## src/rtl/penc4_pkg.sv

```systemverilog
// Shared types and constants for the 4-input priority encoder.
package penc4_pkg;

    typedef logic [1:0] penc_idx_t;

    localparam penc_idx_t IDX_A0    = 2'd0;
    localparam penc_idx_t IDX_A1    = 2'd1;
    localparam penc_idx_t IDX_A2    = 2'd2;
    localparam penc_idx_t IDX_A3    = 2'd3;
    localparam penc_idx_t IDX_RESET = IDX_A0;

endpackage

```

## src/rtl/penc4_core.sv

```systemverilog
// Combinational priority scan over four request lines.
// Optional multi-active output is present when PENC4_MULTI_ERR_EN is defined.
module penc4_core
    import penc4_pkg::*;
#(
    parameter bit PRIO_MSB = 1'b1
) (
    input  logic [3:0] req_i,
    output penc_idx_t  idx_o,
    output logic       any_o
`ifdef PENC4_MULTI_ERR_EN
    ,
    output logic       multi_o
`endif
);

    // Scan from lowest to highest priority so the last hit is the winner.
    always_comb begin
        idx_o = IDX_RESET;
        for (int unsigned i = 0; i < 4; i++) begin
            if (PRIO_MSB) begin
                if (req_i[i]) idx_o = penc_idx_t'(i);
            end else begin
                if (req_i[3 - i]) idx_o = penc_idx_t'(3 - i);
            end
        end
    end

    assign any_o = |req_i;

`ifdef PENC4_MULTI_ERR_EN
    assign multi_o = ($countones(req_i) > 1);
`endif

endmodule

```

## src/rtl/priority_encoder4.sv

```systemverilog
// 4-input priority encoder with en-gated, asynchronously reset output registers.
// Define PENC4_MULTI_ERR_EN to add the registered 'multi' output.
module priority_encoder4
    import penc4_pkg::*;
#(
    parameter bit PRIO_MSB = 1'b1
) (
    input  logic clk,
    input  logic rst_n,
    input  logic en,
    input  logic a0,
    input  logic a1,
    input  logic a2,
    input  logic a3,
    output logic y0,
    output logic y1,
    output logic valid
`ifdef PENC4_MULTI_ERR_EN
    ,
    output logic multi
`endif
);

    penc_idx_t idx_d, idx_q;
    logic      valid_d, valid_q;

`ifdef PENC4_MULTI_ERR_EN
    logic      multi_d, multi_q;
`endif

    penc4_core #(
        .PRIO_MSB (PRIO_MSB)
    ) u_core (
        .req_i   ({a3, a2, a1, a0}),
        .idx_o   (idx_d),
        .any_o   (valid_d)
`ifdef PENC4_MULTI_ERR_EN
        ,
        .multi_o (multi_d)
`endif
    );

    always_ff @(posedge clk or negedge rst_n) begin
        if (!rst_n) begin
            idx_q   <= IDX_RESET;
            valid_q <= 1'b0;
        end else if (en) begin
            idx_q   <= idx_d;
            valid_q <= valid_d;
        end
    end

`ifdef PENC4_MULTI_ERR_EN
    always_ff @(posedge clk or negedge rst_n) begin
        if (!rst_n)  multi_q <= 1'b0;
        else if (en) multi_q <= multi_d;
    end
    assign multi = multi_q;
`endif

    assign y0    = idx_q[0];
    assign y1    = idx_q[1];
    assign valid = valid_q;

endmodule

```

## config.mk

```make
export PLATFORM = sky130hd
export DESIGN_NAME = priority_encoder4
export DESIGN_NICKNAME = d
export VERILOG_FILES = /design/src/rtl/penc4_pkg.sv /design/src/rtl/penc4_core.sv /design/src/rtl/priority_encoder4.sv
export SDC_FILE = /design/constraint.sdc
export NUM_CORES = 1
export LEC_CHECK = 0
export BUFFER_PORTS_ARGS = -buffer_cell sky130_fd_sc_hd__buf_4
export CAP_MARGIN = 20
export CORE_AREA = 2 2 39 41
export CTS_CLUSTER_DIAMETER = 40
export CTS_CLUSTER_SIZE = 10
export DETAILED_ROUTE_END_ITERATION = 8
export DIE_AREA = 0 0 41 43
export GPL_TIMING_DRIVEN = 0
export HOLD_SLACK_MARGIN = 0.15
export SYNTH_ARGS = -nofsm -noshare
export SYNTH_HDL_FRONTEND = slang
export SYNTH_SLANG_ARGS = --single-unit
```

## constraint.sdc

```tcl
create_clock -name clk -period 0.8 [get_ports clk]
set_input_delay 0.04 -clock clk [delete_from_list [all_inputs] [get_ports clk]]
set_output_delay 0.04 -clock clk [all_outputs]
set_load 0.01 [all_outputs]
```

==> impl_metrics.tcl, run 1 <==
set metrics [dict create \
    finalCritPeriodShare_pct 99.10 \
    yosysWarningCount 0 \
    wl_per_cell_um 8.367 \
    grt_pass1_wl_um 545 \
    root_buffer "clkbuf_4" \
    gp_congestion 0.5466 \
    vias_per_cell 3.327 \
    maxCapViolations 0 \
    dieHeight_um 43 \
    slew_headroom_pct 89.40 \
    num_vias 163 \
    wl_met3_um 16 \
    grt_overflow 0 \
    drive_above_1_share_pct 45.45 \
    hold_slack_ns 0.07951 \
    die_width_um 41 \
    yosys-top-cells-area "dfrtp_1 62%, nor2_1 15%, a31oi_1 10%, nand2b_1 5.2%, a21oi_1 4.1%" \
    nets 41 \
    place_ws_ns 0.1507 \
    wl_met1_um 112 \
    finalSetupViolCount 0 \
    start_util_pct 8.770 \
    cts_hold_buf 6 \
    diodes 0 \
    finish.utilization_pct 22.69 \
    powerDensity_nw_per_um2 1757 \
    io_pins 10 \
    max_freq_ghz 1.261 \
    syn_to_final_growth_pct 158.8 \
    seqCellArea_um2 75.07 \
    std_cell_rows 14 \
    dp.cells 38 \
    cp-start-kind "input pin" \
    cts.clk_slew.worst_paths_ns 0.04 \
    multiInputGateArea_um2 45.04 \
    syn_area_um2 121.4 \
    fin_cells 49 \
    postLayoutSetupSlackWorst_ns 0.007186 \
    ant_nets 0 \
    worst_pin_slew_ns 0.1584 \
    highest_layer "met4" \
    synth-seq-cells 3 \
    clk_path_buf_depth 2 \
    grt_usage_pct 5.806 \
    port_buffers 9 \
    dr_wl_met2_um 257 \
    cp_max_fo 2 \
    fillerInstances 150 \
    synthTopCellsByCount "5 x nor2_1, 3 x dfrtp_1, 2 x a31oi_1" \
    yosysTopAreaCell "dfrtp_1" \
    core_um2 1384 \
    synth.distinct_cells 6 \
    grt_pass1_vias 170 \
    htreeDepth 1 \
    status "finished clean" \
    tritoncts "done" \
    die_area_um2 1763 \
    slew_viol_final 0 \
    antenna_found_initial 0 \
    p_total_mw 0.5518 \
    fin_crit_ns 0.7928 \
    rsz0062_at_grt "true" \
    clock_sinks 3 \
    syn-num-nets 20 \
    yosysMostFrequentCell "nor2_1" \
    drcViolationCount 0 \
    firstDrtPassIters 2 \
    syn_avg_cell_area_um2 9.336 \
    cp-end-kind "flop" \
    hold_viol_final 0 \
    synth_edf_count 0 \
    crit_required_ns 0.91 \
    drt_iter0_markers 4 \
    syn_inst 13 \
    irDropWorstVdd_v 0.0002128 \
    power.leakage_nw 0.1412 \
    ys_seq_area_share_pct 61.86 \
    synth_ff_type "dfrtp_1" \
    cts_made_buffers 3 \
    hold_class "in -> reg" \
    finalClockSkew_ns 0 \
    crit_type "in -> reg" \
    critical_path_arrival_ns 0.90 \
    grt_start_max_net_pins 7 \
    clock_latency_ns 0.24 \
    routed_wl_um 410 \
    synth_top_area_share_pct 61.86 \
    async_flop_share_pct 100.0 \
]
flip-flops by register name (all words and copies together) (netlist names):
name   cells
idx_q      2
valid      1
kinds of logic after synthesis:
logic type,Yosys count,synth area share (%)
simple gates,6,20.62
flops,3,61.85
compound gates,3,14.43
buf+inv,1,3.090
layout by cell type (no fill, tap or decap):
master | netlist | layout
buf_4 | 0 | 8
dlygate4sd3_1 | 0 | 5
nor2_1 | 5 | 4
clkbuf_4 | 0 | 3
dfrtp_1 | 3 | 3
buf_6 | 0 | 3
a31oi_1 | 2 | 2
nor2_2 | 0 | 1
inv_1 | 1 | 1
nand2b_1 | 1 | 1
a21oi_1 | 1 | 1
clkbuf_1 | 0 | 1
timing repair:
action,in CTS,in global routing
resized for setup,0,4
pin swaps,0,0
buffers inserted,2,0
setup endpoints to repair,2,7
endpoints found under the hold margin,6,2
worst max-delay path, cell delays in order:
cell           delay (ns)
dlygate4sd3_1        0.54
buf_4                0.14
nor2_1               0.10
a31oi_1              0.09
cell type report:
type	instances	area share, %
clock buffers	4	8.367
inverters	1	1.195
multi-input cells	9	14.34
flip-flops and latches	3	23.90
well taps	16	6.375
repair buffers	16	45.82
stage by stage:
stage	TNS, ns	cell area, µm²
2_1_floorplan	0	121.4
3_3_place_gp	0	209.0
3_5_place_dp	0	209.0
4_1_cts	0	310.3
5_1_grt	-0.08721	314.1
6_report	0	314.1
per-layer routing:
metal / GRT usage, % / vias up
li1: - / 82
met2: 9.375 / 8
met3: 1.571 / 3
met4: 12.00 / 0
met5: 0 / -
met1: 2.229 / 70
path summary, 6_finish.rpt:
path	slack, ns	start	cells after the start	endpoint
max in group asynchronous	0.57	rst_n	2	valid
hold reg to reg	0.54	idx_q[1]	2	idx_q[1]
setup reg to reg	0.02	valid	3	valid
hold / removal	0.08	a2	3	idx_q[0]
setup / recovery	0.007	a1	4	valid
min in group asynchronous	0.14	rst_n	2	idx_q[0]
report_power, final:
part,total [mW],internal [mW],switching (mW)
combinational,0.103,0.0693,0.0338
sequential,0.171,0.163,0.00741
clock,0.278,0.188,0.0903
(Power assumes the default switching activity.)
==> run 2: changes to the inputs <==
clock period = 1 ns   (was 0.8 ns; I/O delays follow)
==> run 2 against run 1 <==
Total power fell by 21%. Sequential share of layout area up 0.69 points. Wire length rose by 7.1%. Utilization is 0.63 points lower. Critical endpoint unchanged. Worst setup slack improved by 0.13 ns. Clock power fell by 19%. Final cell count is the same. Die area unchanged. Via count is the same. Highest routed layer unchanged.
==> impl_metrics.tcl, run 2 (synthesis results as in run 1) <==
set metrics [dict create \
    fillerInstances 155 \
    drcViolationCount 0 \
    final_common_cell "buf_4" \
    num_vias 163 \
    start_util_pct 8.770 \
    rsz0062_at_grt "false" \
    drt_iter0_markers 2 \
    gp_congestion 0.5466 \
    routed_wl_um 439 \
    drive_above_1_share_pct 36.36 \
    top_register "idx_q" \
    fin_crit_ns 0.8652 \
    crit_required_ns 1.11 \
    finalClockSkew_ns 0 \
    ant_nets 0 \
    grt_overflow 0 \
    clk_path_buf_depth 2 \
    slew_viol_final 0 \
    irDropWorstVdd_v 0.0001840 \
    cp_max_fo 2 \
    grt_usage_pct 6.006 \
    antenna_found_initial 0 \
    tritoncts "done" \
    powerDensity_nw_per_um2 1426 \
    grt_pass1_vias 169 \
    wl_per_cell_um 8.959 \
    cp_slowest_cell "dlygate4sd3_1" \
    port_buffers 9 \
    grt_start_max_net_pins 7 \
    grt_pass1_wl_um 579 \
    dp.cells 38 \
    power.leakage_nw 0.1363 \
    crit_type "in -> reg" \
    critical_path_arrival_ns 0.98 \
    syn_to_final_growth_pct 151.5 \
    fin_setup_tns_ns 0 \
    crit_chain "dlygate4sd3_1 > buf_4 > nor2_1 > a31oi_1" \
    finalSetupViolCount 0 \
    largest_reg_flops 2 \
    vias_per_cell 3.327 \
    firstDrtPassIters 2 \
    root_buffer "clkbuf_4" \
    finalCritPeriodShare_pct 86.52 \
    fin_cells 49 \
    p_total_mw 0.4353 \
    core_um2 1384 \
    cts_made_buffers 3 \
    diodes 0 \
    worst_pin_slew_ns 0.1562 \
    die_area_um2 1763 \
    maxCapViolations 0 \
    max_freq_ghz 1.156 \
    cp-start-kind "input pin" \
    layout_common_cells "9 x buf_4, 7 x dlygate4sd3_1, 5 x nor2_1, 3 x clkbuf_4, 3 x dfrtp_1" \
    die_width_um 41 \
    hold_viol_final 0 \
    cp-end-kind "flop" \
    std_cell_rows 14 \
    nets 41 \
    clock_latency_ns 0.24 \
    status "finished clean" \
    cts_resized 0 \
    hold_class "reg -> reg" \
    htreeDepth 1 \
    cts.clk_slew.worst_paths_ns 0.04 \
    slew_headroom_pct 89.55 \
    clock_sinks 3 \
    io_pins 10 \
    dieHeight_um 43 \
    cpPeakStageDelay_ns 0.54 \
]
## run 2: final cells by class
cell class	instances	area (µm²)	area share, %
timing repair buffer	16	137.6	45.08
sequential	3	75.07	24.59
multi-input combinational	9	42.54	13.93
clock buffer	4	26.28	8.607
tap	16	20.02	6.557
inverter	1	3.754	1.230
## run 2: metrics by stage
step           util [%]  area (µm²)  hold WS, ns  setup slack [ns]
6_report          22.06       305.3       0.5164            0.1348
3_5_place_dp      15.10       209.0      -0.1566            0.3507
4_1_cts           22.06       305.3       0.5234            0.1221
5_1_grt           22.06       305.3       0.5572           0.07534
2_1_floorplan         -       121.4      -0.2456            0.3416
3_3_place_gp      15.10       209.0      -0.1591            0.3682
## run 2: worst max-delay path, delay by kind of cell
| kind | cells | cell delay [ns] |
|---|---|---|
| compound gates | 1 | 0.10 |
| buf+inv | 2 | 0.67 |
| simple gates | 1 | 0.15 |
## run 2: power by group
part           total (mW)  switching (mW)  internal (mW)
Combinational      0.0760          0.0269         0.0491
Clock               0.224          0.0739          0.150
Sequential          0.135         0.00457          0.131
## run 2: final timing paths
path	startpoint	to	slack [ns]	cells past startpoint
max	a2	valid	0.13	4
min	idx_q[1]	idx_q[1]	0.52	2
max reg2reg	valid	valid	0.35	2
min reg2reg	idx_q[1]	idx_q[1]	0.52	2
max in group asynchronous	rst_n	valid	0.15	3
min in group asynchronous	rst_n	idx_q[1]	0.70	3
## run 2: per-layer routing
layer	global-route usage (%)	part of all wire [%]
met5	0	0
met2	9.375	55
met3	1.571	5.5
met1	2.866	33
met4	12.00	6.2
## run 2: repair_timing
item                      CTS  global route
setup buffers               0             0
hold buffers                7             0
hold endpoints to repair    6             0
